--- src/rtl/time_set_pkg.sv ---
// Shared definitions for the clock mode/time-setting controller:
// FSM state encodings, field widths and field wrap limits.
package time_set_pkg;

    typedef enum logic [1:0] {
        ST_RUN     = 2'd0,
        ST_SET_HR  = 2'd1,
        ST_SET_MIN = 2'd2,
        ST_SET_SEC = 2'd3
    } state_t;

    localparam int unsigned HOUR_W   = 5;
    localparam int unsigned MIN_W    = 6;
    localparam int unsigned SEC_W    = 6;

    localparam int unsigned HOUR_MAX = 23;
    localparam int unsigned MIN_MAX  = 59;
    localparam int unsigned SEC_MAX  = 59;

endpackage

--- src/rtl/wrap_counter.sv ---
// Modulo (MAX+1) up/down counter used for one time field.
// Ports:
//   clk, rst_n  - clock, asynchronous active-low reset (value -> 0)
//   up, down    - step requests; both together leave the value unchanged
//   value       - registered field value, 0..MAX
//   carry_out   - combinational: high when this cycle's up wraps MAX -> 0
module wrap_counter #(
    parameter int unsigned WIDTH = 6,
    parameter int unsigned MAX   = 59
) (
    input  logic             clk,
    input  logic             rst_n,
    input  logic             up,
    input  logic             down,
    output logic [WIDTH-1:0] value,
    output logic             carry_out
);

    localparam logic [WIDTH-1:0] TOP = WIDTH'(MAX);

    logic step_up;
    logic step_dn;

    assign step_up   = up && !down;
    assign step_dn   = down && !up;

    // Same-cycle carry so a chained neighbour steps on the same edge.
    assign carry_out = step_up && (value == TOP);

    // Field register with wrap in both directions.
    always_ff @(posedge clk or negedge rst_n) begin
        if (!rst_n) begin
            value <= '0;
        end else if (step_up) begin
            value <= (value == TOP) ? '0 : value + WIDTH'(1);
        end else if (step_dn) begin
            value <= (value == '0) ? TOP : value - WIDTH'(1);
        end
    end

endmodule

--- src/rtl/time_set_ctrl.sv ---
// Mode and time-setting controller for the electronic clock.
// Ports:
//   clk, rst_n   - clock, asynchronous active-low reset
//   tick_1hz     - one-cycle pulse per second (counts time in RUN)
//   mode_pulse   - one-cycle mode event: RUN -> SET_HR -> SET_MIN -> SET_SEC -> RUN
//   inc_pulse    - one-cycle event: +1 on the edited field (SET states only)
//   dec_pulse    - one-cycle event: -1 on the edited field (SET states only)
//   state        - 0=RUN, 1=SET_HR, 2=SET_MIN, 3=SET_SEC
//   hour/min/sec - current time
//   blink_on     - 1 = edited field visible, 0 = blanked
module time_set_ctrl
    import time_set_pkg::*;
#(
    parameter int unsigned BLINK_DIV = 25_000_000
) (
    input  logic              clk,
    input  logic              rst_n,
    input  logic              tick_1hz,
    input  logic              mode_pulse,
    input  logic              inc_pulse,
    input  logic              dec_pulse,
    output logic [1:0]        state,
    output logic [HOUR_W-1:0] hour,
    output logic [MIN_W-1:0]  min,
    output logic [SEC_W-1:0]  sec,
    output logic              blink_on
);

    localparam int unsigned CNT_W = $clog2(BLINK_DIV);

    state_t           state_q, state_d;
    logic [CNT_W-1:0] cnt_q, cnt_d;
    logic             blink_q, blink_d;

    logic in_run;
    logic inc_acc, dec_acc, edit;
    logic sec_up, sec_dn, min_up, min_dn, hr_up, hr_dn;
    logic sec_carry, min_carry, hr_carry;

    // A mode event swallows inc/dec; inc with dec cancels out.
    assign in_run  = (state_q == ST_RUN);
    assign inc_acc = inc_pulse && !dec_pulse && !mode_pulse;
    assign dec_acc = dec_pulse && !inc_pulse && !mode_pulse;
    assign edit    = !in_run && (inc_acc || dec_acc);

    // RUN: tick into sec with carries chained upward. SET: only the selected field moves.
    assign sec_up = in_run ? tick_1hz  : ((state_q == ST_SET_SEC) && inc_acc);
    assign sec_dn = !in_run && (state_q == ST_SET_SEC) && dec_acc;
    assign min_up = in_run ? sec_carry : ((state_q == ST_SET_MIN) && inc_acc);
    assign min_dn = !in_run && (state_q == ST_SET_MIN) && dec_acc;
    assign hr_up  = in_run ? min_carry : ((state_q == ST_SET_HR) && inc_acc);
    assign hr_dn  = !in_run && (state_q == ST_SET_HR) && dec_acc;

    wrap_counter #(.WIDTH(SEC_W), .MAX(SEC_MAX)) u_sec (
        .clk       (clk),
        .rst_n     (rst_n),
        .up        (sec_up),
        .down      (sec_dn),
        .value     (sec),
        .carry_out (sec_carry)
    );

    wrap_counter #(.WIDTH(MIN_W), .MAX(MIN_MAX)) u_min (
        .clk       (clk),
        .rst_n     (rst_n),
        .up        (min_up),
        .down      (min_dn),
        .value     (min),
        .carry_out (min_carry)
    );

    // Hour wrap at 23:59:59 needs no further carry.
    wrap_counter #(.WIDTH(HOUR_W), .MAX(HOUR_MAX)) u_hour (
        .clk       (clk),
        .rst_n     (rst_n),
        .up        (hr_up),
        .down      (hr_dn),
        .value     (hour),
        .carry_out (hr_carry)
    );

    // State, blink counter and blink flag registers.
    always_ff @(posedge clk or negedge rst_n) begin
        if (!rst_n) begin
            state_q <= ST_RUN;
            cnt_q   <= '0;
            blink_q <= 1'b1;
        end else begin
            state_q <= state_d;
            cnt_q   <= cnt_d;
            blink_q <= blink_d;
        end
    end

    // Next-state sequencing and blink generation.
    always_comb begin
        state_d = state_q;
        cnt_d   = cnt_q;
        blink_d = blink_q;

        case (state_q)
            ST_RUN:     if (mode_pulse) state_d = ST_SET_HR;
            ST_SET_HR:  if (mode_pulse) state_d = ST_SET_MIN;
            ST_SET_MIN: if (mode_pulse) state_d = ST_SET_SEC;
            ST_SET_SEC: if (mode_pulse) state_d = ST_RUN;
            default:    state_d = ST_RUN;
        endcase

        // Restart the blink phase visible whenever the user acts.
        if (in_run || (state_d != state_q) || edit) begin
            cnt_d   = '0;
            blink_d = 1'b1;
        end else if (cnt_q == CNT_W'(BLINK_DIV - 1)) begin
            cnt_d   = '0;
            blink_d = !blink_q;
        end else begin
            cnt_d   = cnt_q + CNT_W'(1);
        end
    end

    assign state    = state_q;
    assign blink_on = blink_q;

    // The hour carry has no consumer.
    logic unused_ok;
    assign unused_ok = hr_carry;

endmodule

--- config.mk ---
export PLATFORM = sky130hd
export DESIGN_NAME = time_set_ctrl
export DESIGN_NICKNAME = d
export VERILOG_FILES = /design/src/rtl/time_set_pkg.sv /design/src/rtl/wrap_counter.sv /design/src/rtl/time_set_ctrl.sv
export SDC_FILE = /design/constraint.sdc
export NUM_CORES = 1
export LEC_CHECK = 0
export CAP_MARGIN = 20
export CORE_MARGIN = 4
export CORE_UTILIZATION = 60
export DETAILED_ROUTE_END_ITERATION = 10
export PLACE_DENSITY = 0.82
export SYNTH_ARGS = -nofsm -noshare
export SYNTH_HDL_FRONTEND = slang
export SYNTH_HIERARCHICAL = 1
export SYNTH_SLANG_ARGS = --single-unit
--- constraint.sdc ---
create_clock -name clk -period 6.07 [get_ports clk]
set_input_delay 1.5175 -clock clk [delete_from_list [all_inputs] [get_ports clk]]
set_output_delay 1.5175 -clock clk [all_outputs]
set_load 0.03 [all_outputs]
## Yosys cells after proc, flatten, opt, wreduce, memory -nomap -nowiden

Index checks and enable logic that the tools add are counted.

| cells by class | value |
|---|---|
| $add $sub $neg | 7 |
| multipliers | 0 |
| divide/modulo/power cells | 0 |
| order comparisons | 0 |
| equal/unequal tests | 8 |
| shift operators | 0 |
| multiplexer cells | 24 |
| bitwise operators | 0 |
| reductions and logical operators | 44 |

Operator list:

| operator | number |
|---|---|
| 25-bit 2-to-1 mux | 2 |
| 6-bit 2-to-1 mux | 8 |
| 25-bit by 1-bit adder with 25-bit output, second input constant | 1 |
| 25-bit equality test, second input constant | 1 |
| 1-bit logical AND | 22 |
| 5-bit 2-to-1 mux | 4 |
| 6-bit by 1-bit adder with 6-bit output, second input constant | 2 |
| 6-bit equality test, second input constant | 2 |
| 6-bit logical NOT | 2 |
| 6-bit by 1-bit subtractor with 6-bit output, second input constant | 2 |
| 1-bit logical NOT | 11 |
| 2-bit 2-to-1 mux | 4 |
| 2-bit one-hot mux with 4 select lines | 1 |
| 2-bit nonzero test | 4 |
| 5-bit by 1-bit adder with 5-bit output, second input constant | 1 |
| 5-bit equality test, second input constant | 1 |
| 5-bit logical NOT | 1 |
| 1-bit 2-to-1 mux | 5 |
| 5-bit by 1-bit subtractor with 5-bit output, second input constant | 1 |
| 2-bit equality test, second input constant | 2 |
| 1-bit logical OR | 3 |
| 2-bit by 1-bit equality test with 1-bit output, second input constant | 1 |
| 2-bit logical NOT | 1 |
| 2-bit inequality test | 1 |

| word-level totals | value |
|---|---|
| flip-flop bits (word level) | 45 |
| bits in latches | 0 |
| bits in writable memories | 0 |
| memory bits (read-only) | 0 |
| bits of input ports | 6 |
| output and inout port bits | 20 |
| word-level logic and storage cells | 89 |
| memories | 0 |

## Logic depth before layout (Yosys ltp)

Gate-level depths: netlist of run 1.

| depth | value |
|---|---|
| depth after elaboration | 15 |
| gate-level depth with buffers | 20 |

## Hierarchy

Netlist of run 1, hierarchy kept.

Modules (own cells, without submodules):

| module | instances | cells an instance | area an instance (um2) | seq. area each (um2) |
|---|---|---|---|---|
| time_set_ctrl | 1 | 164 | 1580.3 | 701.9 |
| wrap_counter (u_min ...) | 2 | 69 | 538.0 | 150.1 |
| wrap_counter (u_hour) | 1 | 40 | 386.6 | 125.1 |

## Worst setup path before layout of run 1

OpenSTA, ideal clock, no wires.

| timing path | value |
|---|---|
| kind | input to register |
| from | input dec_pulse |
| to | register u_hour.value[3] |
| arrival | 4.361 ns |
| data required time | 5.940 ns |
| path slack | 1.579 ns |
| cell stages on the path | 19 |
| path buffers | 3 |
| path through | nand2b_1 -> nor2_1 -> nand3_1 -> nand2_1 -> ha_1 -> clkbuf_1 -> and2_1 -> mux2i_1 -> nor2_1 -> ha_1 -> clkbuf_1 -> and2_1 -> mux2i_1 -> nor2_1 -> ha_1 -> clkbuf_1 -> a21o_1 -> a22oi_1 -> o31ai_2 |

| between the ends | value |
|---|---|
| longest elaborated chain between the ends | 14 |
| elaborated cells on any way between the ends | 26 |
| those cells by class | mux (4); reduce/logical (22) |

Ends and longest elaborated chain:

| element | RTL line | RTL |
|---|---|---|
| from (decl) | time_set_ctrl.sv:21 | `input logic dec_pulse,` |
| 1-bit logical NOT (*) | time_set_ctrl.sv:42 | `assign inc_acc = inc_pulse && !dec_pulse && !mode_pulse;` |
| 1-bit logical AND (*) (2 in a row) | time_set_ctrl.sv:42 |  |
| 1-bit logical AND (*) | time_set_ctrl.sv:47 | `assign sec_up = in_run ? tick_1hz : ((state_q == ST_SET_SEC) && inc_acc);` |
| 1-bit 2-to-1 mux (*) | time_set_ctrl.sv:47 |  |
| named net sec_up | time_set_ctrl.sv:37 | `logic sec_up, sec_dn, min_up, min_dn, hr_up, hr_dn;` |
| 1-bit logical AND (*) | wrap_counter.sv:24 | `assign step_up = up && !down;` |
| 1-bit logical AND (*) | wrap_counter.sv:28 | `assign carry_out = step_up && (value == TOP);` |
| named net sec_carry | time_set_ctrl.sv:38 | `logic sec_carry, min_carry, hr_carry;` |
| [1 not listed] | - |  |
| named net min_up | time_set_ctrl.sv:37 |  |
| 1-bit logical AND (*) | wrap_counter.sv:24 |  |
| 1-bit logical AND (*) | wrap_counter.sv:28 |  |
| named net min_carry | time_set_ctrl.sv:38 |  |
| 1-bit 2-to-1 mux (*) | time_set_ctrl.sv:51 | `assign hr_up = in_run ? min_carry : ((state_q == ST_SET_HR) && inc_acc);` |
| named net hr_up | time_set_ctrl.sv:37 |  |
| 1-bit logical NOT | wrap_counter.sv:25 | `assign step_dn = down && !up;` |
| 1-bit logical AND | wrap_counter.sv:25 |  |
| 2-bit nonzero test (no source line) | - |  |
| to (signal assigned) | wrap_counter.sv:35 | `value <= (value == TOP) ? '0 : value + WIDTH'(1);` |
| to (signal assigned) | wrap_counter.sv:37 | `value <= (value == '0) ? TOP : value - WIDTH'(1);` |
| to (decl) | wrap_counter.sv:15 | `output logic [WIDTH-1:0] value,` |

The timed path passes the listed nets; every way through them passes the cells marked *.
A chain may end at the register's enable or synchronous reset.

## Final worst setup path of run 1

| timing path | value |
|---|---|
| from | input inc_pulse |
| to | register u_hour.value[0] |

| between the ends | value |
|---|---|
| longest elaborated chain between the ends | 14 |
| elaborated cells on any way between the ends | 26 |
| those cells by class | mux (4); reduce/logical (22) |

Ends and longest elaborated chain:

| element | RTL line | RTL |
|---|---|---|
| from (decl) | time_set_ctrl.sv:20 | `input logic inc_pulse,` |
| 1-bit logical NOT (*) | time_set_ctrl.sv:43 | `assign dec_acc = dec_pulse && !inc_pulse && !mode_pulse;` |
| 1-bit logical AND (*) (2 in a row) | time_set_ctrl.sv:43 |  |
| 1-bit logical AND (*) | time_set_ctrl.sv:48 | `assign sec_dn = !in_run && (state_q == ST_SET_SEC) && dec_acc;` |
| named net sec_dn | time_set_ctrl.sv:37 |  |
| 1-bit logical NOT (*) | wrap_counter.sv:24 |  |
| 1-bit logical AND (*) | wrap_counter.sv:24 |  |
| 1-bit logical AND (*) | wrap_counter.sv:28 |  |
| named net sec_carry | time_set_ctrl.sv:38 |  |
| [1 not listed] | - |  |
| named net min_up | time_set_ctrl.sv:37 |  |
| 1-bit logical AND (*) | wrap_counter.sv:24 |  |
| 1-bit logical AND (*) | wrap_counter.sv:28 |  |
| named net min_carry | time_set_ctrl.sv:38 |  |
| 1-bit 2-to-1 mux (*) | time_set_ctrl.sv:51 |  |
| named net hr_up | time_set_ctrl.sv:37 |  |
| 1-bit logical NOT | wrap_counter.sv:25 |  |
| 1-bit logical AND | wrap_counter.sv:25 |  |
| 2-bit nonzero test (no source line) | - |  |

Marked as above.

==> flow_metrics.py, run 1 <==
metrics = {
    "status": {
        "status": "finished clean",
    },
    "floorplanning": {
        "core.rowCount": 25,
        "io_pins": 26,
        "core_area_um2": 4820,
        "initial_core_util": 0.632,
        "die_x_um": 79.2,
        "die_height_um": 79.2,
        "dieArea_um2": 6280,
    },
    "clock_network": {
        "clockBufferDepth": 2,
        "cts_buffers": 5,
        "root_buffer": "clkbuf_8",
        "holdBufCountCts": 0,
        "cts_resized": 0,
        "clkSinkCount": 45,
        "clk_latency_ns": 0.29,
        "tritoncts": "built",
        "htree_num_levels": 2,
        "clk_pin_slew_ns": 0.09,
        "cts_setup_buffers": 0,
    },
    "layout": {
        "layout.nets": 374,
        "ff_latch_area_um2": 1130,
        "fin_util": 0.706,
        "drive_gt1_frac": 0.0815,
        "diodes": 0,
        "design_area_um2": 3400,
        "area_growth_pct": 11.8,
        "multiInputGateArea_um2": 1750,
        "fin_cells": 423,
        "fillCellCount": 395,
    },
    "drt": {
        "postRouteAntennaNets": 0,
        "routedWlPerCell_um": 15.5,
        "drt_iter0_drc": 213,
        "drc": 0,
        "via_per_inst": 6.25,
        "wl_mm": 6.56,
        "via_count": 2645,
        "firstDrtPassIters": 4,
    },
    "synth": {
        "ys_seq_area_frac": 0.370,
        "syn_area_per_cell_um2": 8.90,
        "synth_top_area_frac": 0.362,
        "synth_area_leaders": "dfrtp_1, ha_1, xnor2_1, nand2_1, nor3_1",
        "synth_seq_cells": 45,
        "yosysTopAreaCell": "dfrtp_1",
        "synth_nets": 361,
        "synth-edff-count": 0,
        "synth_ff_type": "dfrtp_1",
        "synthCells": 342,
        "synth.distinct_cells": 56,
        "ys_warn_count": 6,
        "async_flop_share": 1.00,
        "syn_area_um2": 3040,
    },
    "critical_path": {
        "critical-path-top-delay-family": "simple AND/OR/NAND/NOR gates",
        "crit_fanout": 12,
        "crit_chain": "clkdlybuf4s50_1 > nand2b_1 > nor2_1 > and3_1 > inv_1 > ha_1 > and2_1 > mux2i_1 > nor2_1 > ha_1 > and2_1 > mux2i_1 > nor2_1 > ha_1 > nor4b_2 > nor2b_1 > o21ai_0 > o31ai_1",
        "slowest_delay_ns": 0.41,
        "critPathKind": "in2reg",
        "cp_slowest_cell": "clkdlybuf4s50_1",
        "critPathArrivalTime_ns": 5.08,
        "required_ns": 6.27,
        "crit_buf_inv": 2,
        "cp-start-kind": "input port",
        "endpoint_kind": "flop",
    },
    "sta": {
        "min_period_ns": 4.88,
        "timing.final.crit_share": 0.804,
        "setup_viol": 0,
        "fin_worst_skew_ns": 0.0137,
        "fin_ws_ns": 1.19,
        "fmax_mhz": 205,
        "tightest_slew_ns": 0.998,
        "relSlewSlack": 0.335,
        "hold_ws_ns": 0.484,
        "hold_violations": 0,
        "drv_slew": 0,
        "fin_tns_setup_ns": 0,
        "rsz0062_at_grt": "false",
    },
    "placement": {
        "dp_hpwl_mm": 4.52,
        "dp_slack_ns": 0.956,
        "post_dp_cell_area_um2": 3290,
        "gp_congestion": 0.881,
        "io_buffers": 25,
        "dp_cells": 414,
    },
    "power_and_ir_drop": {
        "vdd_drop_max_v": 0.000256,
        "p_per_area_nw_per_um2": 414,
        "p_leak_nw": 1.29,
        "fin_total_pwr_mw": 1.41,
    },
    "grt": {
        "antenna_found_initial": 0,
        "grt_pass1_wl_mm": 11.5,
        "grt_pass1_vias": 2506,
        "globalRoute.totalOverflow": 0,
        "grt_usage": 0.225,
        "grt_max_degree": 46,
    },
    "hold_path": {
        "hold_path.class": "reg2reg",
    },
    "job": {
        "cap_violations": 0,
    },
}
routing by layer:
layer,GRT usage,up-vias,routed length [µm]
li1,-,1295,-
met1,0.289,1260,3060
met2,0.393,81,3180
met3,0.0329,9,255
met4,0.0619,0,68
met5,0,-,0
flip-flops by register name (all words and copies together), names as in the netlist:
name,count
blink_on,1
state,2
cnt_q,25
u_hour/value,5
u_sec/value,6
u_min/value,6
final cells by class:
cell class | count | share of cell area
clock buffer | 6 | 0.0243
clock inverter | 2 | 0.00405
inverter | 18 | 0.0199
multi-input combinational | 258 | 0.516
sequential | 45 | 0.331
tap | 67 | 0.0246
timing repair buffer | 27 | 0.0802
cell families after synthesis:
logic type | share of synthesized area
and+or+nand+nor | 0.277
AOI/OAI and AO/OA | 0.180
DFF | 0.370
buffers and inverters | 0.0547
xor gates and xnor gates | 0.0547
adders and majority gates | 0.0535
muxes | 0.00987
placed cells by master (no fill, tap or decap), types with 6 or more instances in the layout:
cell type	Yosys	final
a211oi_1	6	6
a21oi_1	7	7
or4_1	6	6
clkdlybuf4s50_1	0	24
nor2_1	19	19
nand3_1	16	16
xnor2_1	13	13
o21ai_0	12	12
ha_1	13	13
or3_1	8	8
clkbuf_8	0	6
xor2_1	6	6
nand2_1	29	29
nor4_1	8	8
inv_1	18	18
o31ai_1	11	11
dfrtp_1	44	44
nor3b_1	6	6
nor3_1	20	19
nand2b_1	8	8
path summary, 6_finish.rpt:
kind | start | to | slack (ns) | cells past startpoint
worst max-delay path | inc_pulse | u_hour/value[0]$_DFFE_PN0P_ | 1.19 | 18
worst max register to register | u_sec/value[1]$_DFFE_PN0P_ | u_hour/value[0]$_DFFE_PN0P_ | 2.49 | 15
min in group asynchronous | rst_n | cnt_q[6]$_DFF_PN0_ | 1.13 | 1
worst min register to register | cnt_q[0]$_DFF_PN0_ | cnt_q[0]$_DFF_PN0_ | 0.48 | 1
max in group asynchronous | rst_n | blink_on$_DFFE_PN1P_ | 4.39 | 2
worst min-delay path | cnt_q[0]$_DFF_PN0_ | cnt_q[0]$_DFF_PN0_ | 0.48 | 1
cells in the mapped netlist, types with 7 or more instances:
master / number
nor2_1: 19
o31ai_1: 11
or3_1: 8
nor3_1: 20
dfrtp_1: 44
clkbuf_1: 14
o21ai_0: 12
xnor2_1: 13
nand2b_1: 8
inv_1: 18
nand3_1: 16
nand2_1: 29
nor4_1: 8
a21oi_1: 7
ha_1: 13
report_power, final:
part | leakage [nW] | internal (mW) | switching [mW]
sequential | 0.592 | 0.365 | 0.159
clock | 0.0512 | 0.0924 | 0.102
combinational | 0.645 | 0.294 | 0.395
total | 1.29 | 0.752 | 0.656
Note: power is estimated with default switching activity, not from simulation.
==> inputs of run 2 (changes only) <==
Settings changed: CORE_UTILIZATION 60 to 58, PLACE_DENSITY 0.82 to 0.8.
Clock period 6.07 ns to 5 ns, I/O delays scaled along.
==> run 2 against run 1 <==
Sequential share of layout area fell by 0.29 points; sequential power rose by 22%; die area rose by 3.1%; critical endpoint is now u_hour/value[4]$_DFFE_PN0P_; highest routed layer unchanged; via count rose by 0.23%; power rose by 25%; combinational power rose by 22%; routed wire length fell by 0.11%; register-to-register slack got worse by 0.82 ns; final area rose by 0.88%.
==> flow_metrics.py, run 2 (synthesis results as in run 1) <==
metrics = {
    "clock_network": {
        "cts_buffers": 5,
        "clk_latency_ns": 0.30,
        "cts_resized": 0,
        "clockBufferDepth": 2,
        "clkSinkCount": 45,
        "cts_setup_buffers": 0,
        "root_buffer": "clkbuf_8",
        "tritoncts": "built",
        "clk_pin_slew_ns": 0.08,
        "htree_num_levels": 2,
        "holdBufCountCts": 0,
    },
    "layout": {
        "area_growth_pct": 12.8,
        "largest_reg_flops": 25,
        "fillCellCount": 422,
        "mostFrequentLayoutCell": "dfrtp_1",
        "design_area_um2": 3430,
        "diodes": 0,
        "mostFrequentLayoutCells": "dfrtp_1, nand2_1, clkdlybuf4s50_1",
        "fin_util": 0.672,
        "top_regs": "cnt_q (25), u_min/value (6), u_sec/value (6)",
        "layout.nets": 376,
        "regMostFlops": "cnt_q",
        "drive_gt1_frac": 0.0838,
    },
    "power_and_ir_drop": {
        "p_leak_nw": 1.30,
        "vdd_drop_max_v": 0.000375,
        "fin_total_pwr_mw": 1.75,
        "p_per_area_nw_per_um2": 511,
    },
    "critical_path": {
        "ff2ff_path_depth": 15,
        "cp-start-kind": "input port",
        "ff2ff_setup_slack_ns": 1.67,
        "endpoint_kind": "flop",
        "required_ns": 5.18,
        "cp-startpoint": "inc_pulse",
        "crit_fanout": 12,
        "reg2reg_from": "state[0]$_DFF_PN0_",
        "critPathArrivalTime_ns": 4.57,
        "critPathKind": "in2reg",
    },
    "sta": {
        "fin_tns_setup_ns": 0,
        "min_period_ns": 4.39,
        "relSlewSlack": 0.613,
        "rsz0062_at_grt": "false",
        "hold_ws_ns": 0.479,
        "setup_viol": 0,
        "drv_slew": 0,
        "tightest_slew_ns": 0.581,
        "fin_worst_skew_ns": 0.00514,
        "timing.final.crit_share": 0.879,
        "hold_violations": 0,
        "fmax_mhz": 228,
    },
    "grt": {
        "grt_usage": 0.220,
        "globalRoute.totalOverflow": 0,
        "antenna_found_initial": 0,
        "grt_max_degree": 46,
        "grt_pass1_vias": 2424,
        "grt_pass1_wl_mm": 11.4,
    },
    "hold_path": {
        "hold_path.class": "reg2reg",
        "hold_depth": 1,
        "worst_hold_startpoint": "cnt_q[0]$_DFF_PN0_",
    },
    "drt": {
        "drt_iter0_drc": 187,
        "drc": 0,
        "postRouteAntennaNets": 0,
        "wl_mm": 6.56,
        "firstDrtPassIters": 5,
        "routedWlPerCell_um": 15.3,
        "via_per_inst": 6.19,
        "via_count": 2651,
    },
    "floorplanning": {
        "die_height_um": 80.4,
        "core.rowCount": 26,
        "core_area_um2": 5110,
        "io_pins": 26,
        "dieArea_um2": 6470,
        "initial_core_util": 0.596,
        "die_x_um": 80.4,
    },
    "placement": {
        "gp_congestion": 0.875,
        "io_buffers": 25,
        "post_dp_cell_area_um2": 3300,
        "dp_hpwl_mm": 4.48,
    },
    "status": {
        "status": "finished clean",
    },
    "job": {
        "cap_violations": 0,
    },
}
-- run 2: cell count changes in the layout (fill, tap and decap cells not counted), sizes merged --
cell	before	now
buf	3	5
bufinv	0	1
clkinv	2	1
-- run 2: layout make-up --
| cell class | instances | area (µm²) | area share |
|---|---|---|---|
| well taps | 70 | 87.6 | 0.0255 |
| multi-input cells | 258 | 1750 | 0.511 |
| clock inverters | 2 | 35.0 | 0.0102 |
| flip-flops and latches | 45 | 1130 | 0.328 |
| clock buffers | 6 | 72.6 | 0.0211 |
| repair buffers | 29 | 288 | 0.0838 |
| inverters | 18 | 67.6 | 0.0197 |
-- run 2: layer usage --
metal | share of wire | global-route usage | vias to the layer above | wire length, µm
li1 | - | - | 1292 | -
met1 | 0.44 | 0.282 | 1297 | 2910
met2 | 0.51 | 0.390 | 56 | 3370
met3 | 0.035 | 0.0370 | 6 | 228
met4 | 0.0073 | 0.0422 | 0 | 48
met5 | 0 | 0 | - | 0
-- run 2: final timing paths --
kind,to
max in group asynchronous,u_min/value[2]$_DFFE_PN0P_
hold reg to reg,cnt_q[0]$_DFF_PN0_
min in group asynchronous,cnt_q[24]$_DFF_PN0_
setup reg to reg,u_hour/value[4]$_DFFE_PN0P_
hold / removal,cnt_q[0]$_DFF_PN0_
setup / recovery,u_hour/value[4]$_DFFE_PN0P_
-- run 2: report_power, final --
part / switching [mW] / internal [mW] / leakage, nW
Sequential: 0.197 / 0.443 / 0.592
Clock: 0.127 / 0.148 / 0.0552
Combinational: 0.474 / 0.365 / 0.654
-- run 2: critical path, cell delays in order --
cell and delay (ns):
clkdlybuf4s50_1 0.41, nand2b_1 0.17, nor2_1 0.16, and3_1 0.19, inv_1 0.05, ha_1 0.31
and2_1 0.21, mux2i_1 0.13, nor2_1 0.06, ha_1 0.22, and2_1 0.14, mux2i_1 0.12
nor2_1 0.06, ha_1 0.34, nor4b_2 0.38, a31oi_1 0.09, o21ai_0 0.19, o31ai_1 0.10
-- run 2: metrics by stage --
stage	worst slack (ns)	instances
2_1_floorplan	0.777	342
3_3_place_gp	0.571	419
3_5_place_dp	0.329	419
4_1_cts	0.648	427
5_1_grt	0.321	428
6_report	0.607	428
==> inputs of run 3 (changes only) <==
Settings changed: CORE_MARGIN 4 to 10, CTS_CLUSTER_DIAMETER set to 60.
==> run 3 against run 2 <==
Final cell count down 0.23%; sequential power down 0.9%; final area fell by 0.22%; sequential cell count did not move; clock power about the same; die area rose by 32%; worst hold slack improved by 0.0011 ns; fmax up 2.0%; power fell by 0.64%; global-route usage decreased by 6.3 points; routed wire length grew 0.50%; clock-buffer cell count unchanged; critical endpoint unchanged.
==> flow_metrics.py, run 3 (synthesis results as in run 1) <==
metrics = {
    "layout": {
        "mostFrequentLayoutCells": "dfrtp_1, nand2_1, clkdlybuf4s50_1",
        "largest_reg_flops": 25,
        "area_growth_pct": 12.5,
        "multiInputGateArea_um2": 1750,
        "design_area_um2": 3420,
        "top_regs": "cnt_q (25), u_min/value (6), u_sec/value (6)",
        "mostFrequentLayoutCell": "dfrtp_1",
        "layout.nets": 375,
        "regMostFlops": "cnt_q",
        "diodes": 0,
        "ff_latch_area_um2": 1130,
        "drive_gt1_frac": 0.0812,
        "fin_util": 0.671,
        "fillCellCount": 421,
    },
    "grt": {
        "grt_pass1_vias": 2435,
        "antenna_found_initial": 0,
        "globalRoute.totalOverflow": 0,
        "grt_pass1_wl_mm": 11.4,
        "grt_max_degree": 46,
        "grt_usage": 0.157,
    },
    "critical_path": {
        "required_ns": 5.18,
        "crit_fanout": 12,
        "critPathKind": "in2reg",
        "cp-start-kind": "input port",
        "timing.rr.end": "u_hour/value[4]$_DFFE_PN0P_",
        "reg2reg_from": "state[0]$_DFF_PN0_",
        "ff2ff_path_depth": 15,
        "endpoint_kind": "flop",
        "critPathArrivalTime_ns": 4.48,
        "ff2ff_setup_slack_ns": 1.80,
    },
    "sta": {
        "fin_tns_setup_ns": 0,
        "relSlewSlack": 0.392,
        "timing.final.crit_share": 0.861,
        "drv_slew": 0,
        "hold_ws_ns": 0.481,
        "tightest_slew_ns": 0.912,
        "fin_worst_skew_ns": 0.00517,
        "setup_viol": 0,
        "hold_violations": 0,
        "min_period_ns": 4.31,
        "fmax_mhz": 232,
        "rsz0062_at_grt": "false",
    },
    "placement": {
        "dp_hpwl_mm": 4.66,
        "io_buffers": 25,
        "gp_congestion": 0.875,
        "post_dp_cell_area_um2": 3300,
    },
    "floorplanning": {
        "dieArea_um2": 8540,
        "die_height_um": 92.4,
        "core_area_um2": 5110,
        "io_pins": 26,
        "core.rowCount": 26,
        "initial_core_util": 0.596,
        "die_x_um": 92.4,
    },
    "clock_network": {
        "cts_buffers": 5,
        "cts_resized": 0,
        "tritoncts": "built",
        "clk_latency_ns": 0.30,
        "clkSinkCount": 45,
        "cts_setup_buffers": 0,
        "clockBufferDepth": 2,
        "htree_num_levels": 2,
        "holdBufCountCts": 0,
        "clk_pin_slew_ns": 0.08,
        "root_buffer": "clkbuf_8",
    },
    "drt": {
        "via_per_inst": 6.11,
        "postRouteAntennaNets": 0,
        "drc": 0,
        "via_count": 2609,
        "drt_iter0_drc": 118,
        "routedWlPerCell_um": 15.4,
        "firstDrtPassIters": 4,
        "wl_mm": 6.59,
    },
    "power_and_ir_drop": {
        "combPwrFrac": 0.480,
        "p_int_mw": 0.951,
        "swShare": 0.454,
        "p_leak_nw": 1.30,
        "switchingPower_mw": 0.792,
        "p_per_area_nw_per_um2": 509,
        "vdd_drop_max_v": 0.000338,
        "clockPowerShare": 0.156,
        "p_seq_frac": 0.364,
    },
    "job": {
        "cap_violations": 0,
    },
    "hold_path": {
        "worst_hold_startpoint": "cnt_q[0]$_DFF_PN0_",
        "hold_depth": 1,
        "hold_path.class": "reg2reg",
        "hold_end": "cnt_q[0]$_DFF_PN0_",
    },
    "status": {
        "status": "finished clean",
    },
}
run 3: cell types whose count changed in the layout (fill, tap and decap cells not counted):
cell,before,now
buf_4,3,2
run 3: worst max-delay path by stage:
stage,startpoint,end,slack [ns],cells after the start
final,inc_pulse,u_hour/value[4]$_DFFE_PN0P_,0.69,18
after global routing,inc_pulse,u_hour/value[4]$_DFFE_PN0P_,0.39,18
after CTS,inc_pulse,u_hour/value[4]$_DFFE_PN0P_,0.72,18
after detailed placement,inc_pulse,u_hour/value[4]$_DFFE_PN0P_,0.43,18
after global placement,inc_pulse,u_hour/value[4]$_DFFE_PN0P_,0.58,18
after floorplan,dec_pulse,u_hour/value[3]$_DFFE_PN0P_,0.78,19
run 3: area by class of cell:
cell class / instances / share of cell area
multi-input cells: 258 / 0.512
flip-flops and latches: 45 / 0.329
repair buffers: 28 / 0.0818
well taps: 70 / 0.0256
clock buffers: 6 / 0.0212
inverters: 18 / 0.0197
clock inverters: 2 / 0.0102
run 3: power by group through the flow:
stage / logic (mW) / clock network (mW) / registers, mW
floorplan: 0.510 / 0 / 0.695
global placement: 0.816 / 0 / 0.638
detailed placement: 0.832 / 0 / 0.637
CTS: 0.836 / 0.281 / 0.634
global route: 0.908 / 0.295 / 0.663
finish: 0.837 / 0.272 / 0.634
run 3: through the flow:
stage          setup WS [ns]  cells  power [mW]
2_1_floorplan          0.777    342        1.21
3_3_place_gp           0.581    418        1.45
3_5_place_dp           0.429    418        1.47
4_1_cts                0.723    426        1.75
5_1_grt                0.390    427        1.87
6_report               0.695    427        1.74
run 3: per-layer routing:
metal  routed length, µm  global-route usage  vias to the layer above
met5                   0                   0                        -
met1                2830               0.193                     1240
met2                3350               0.264                       70
met4                  58              0.0463                        0
li1                    -                   -                     1293
met3                 352              0.0379                        6
run 3: worst max-delay path, stage by stage:
cell             delay, ns
clkdlybuf4s50_1       0.41
nand2b_1              0.16
nor2_1                0.17
and3_1                0.18
inv_1                 0.04
ha_1                  0.31
and2_1                0.21
mux2i_1               0.12
nor2_1                0.06
ha_1                  0.22
and2_1                0.15
mux2i_1               0.12
nor2_1                0.06
ha_1                  0.34
nor4b_2               0.34
a31oi_1               0.07
o21ai_0               0.20
o31ai_1               0.10
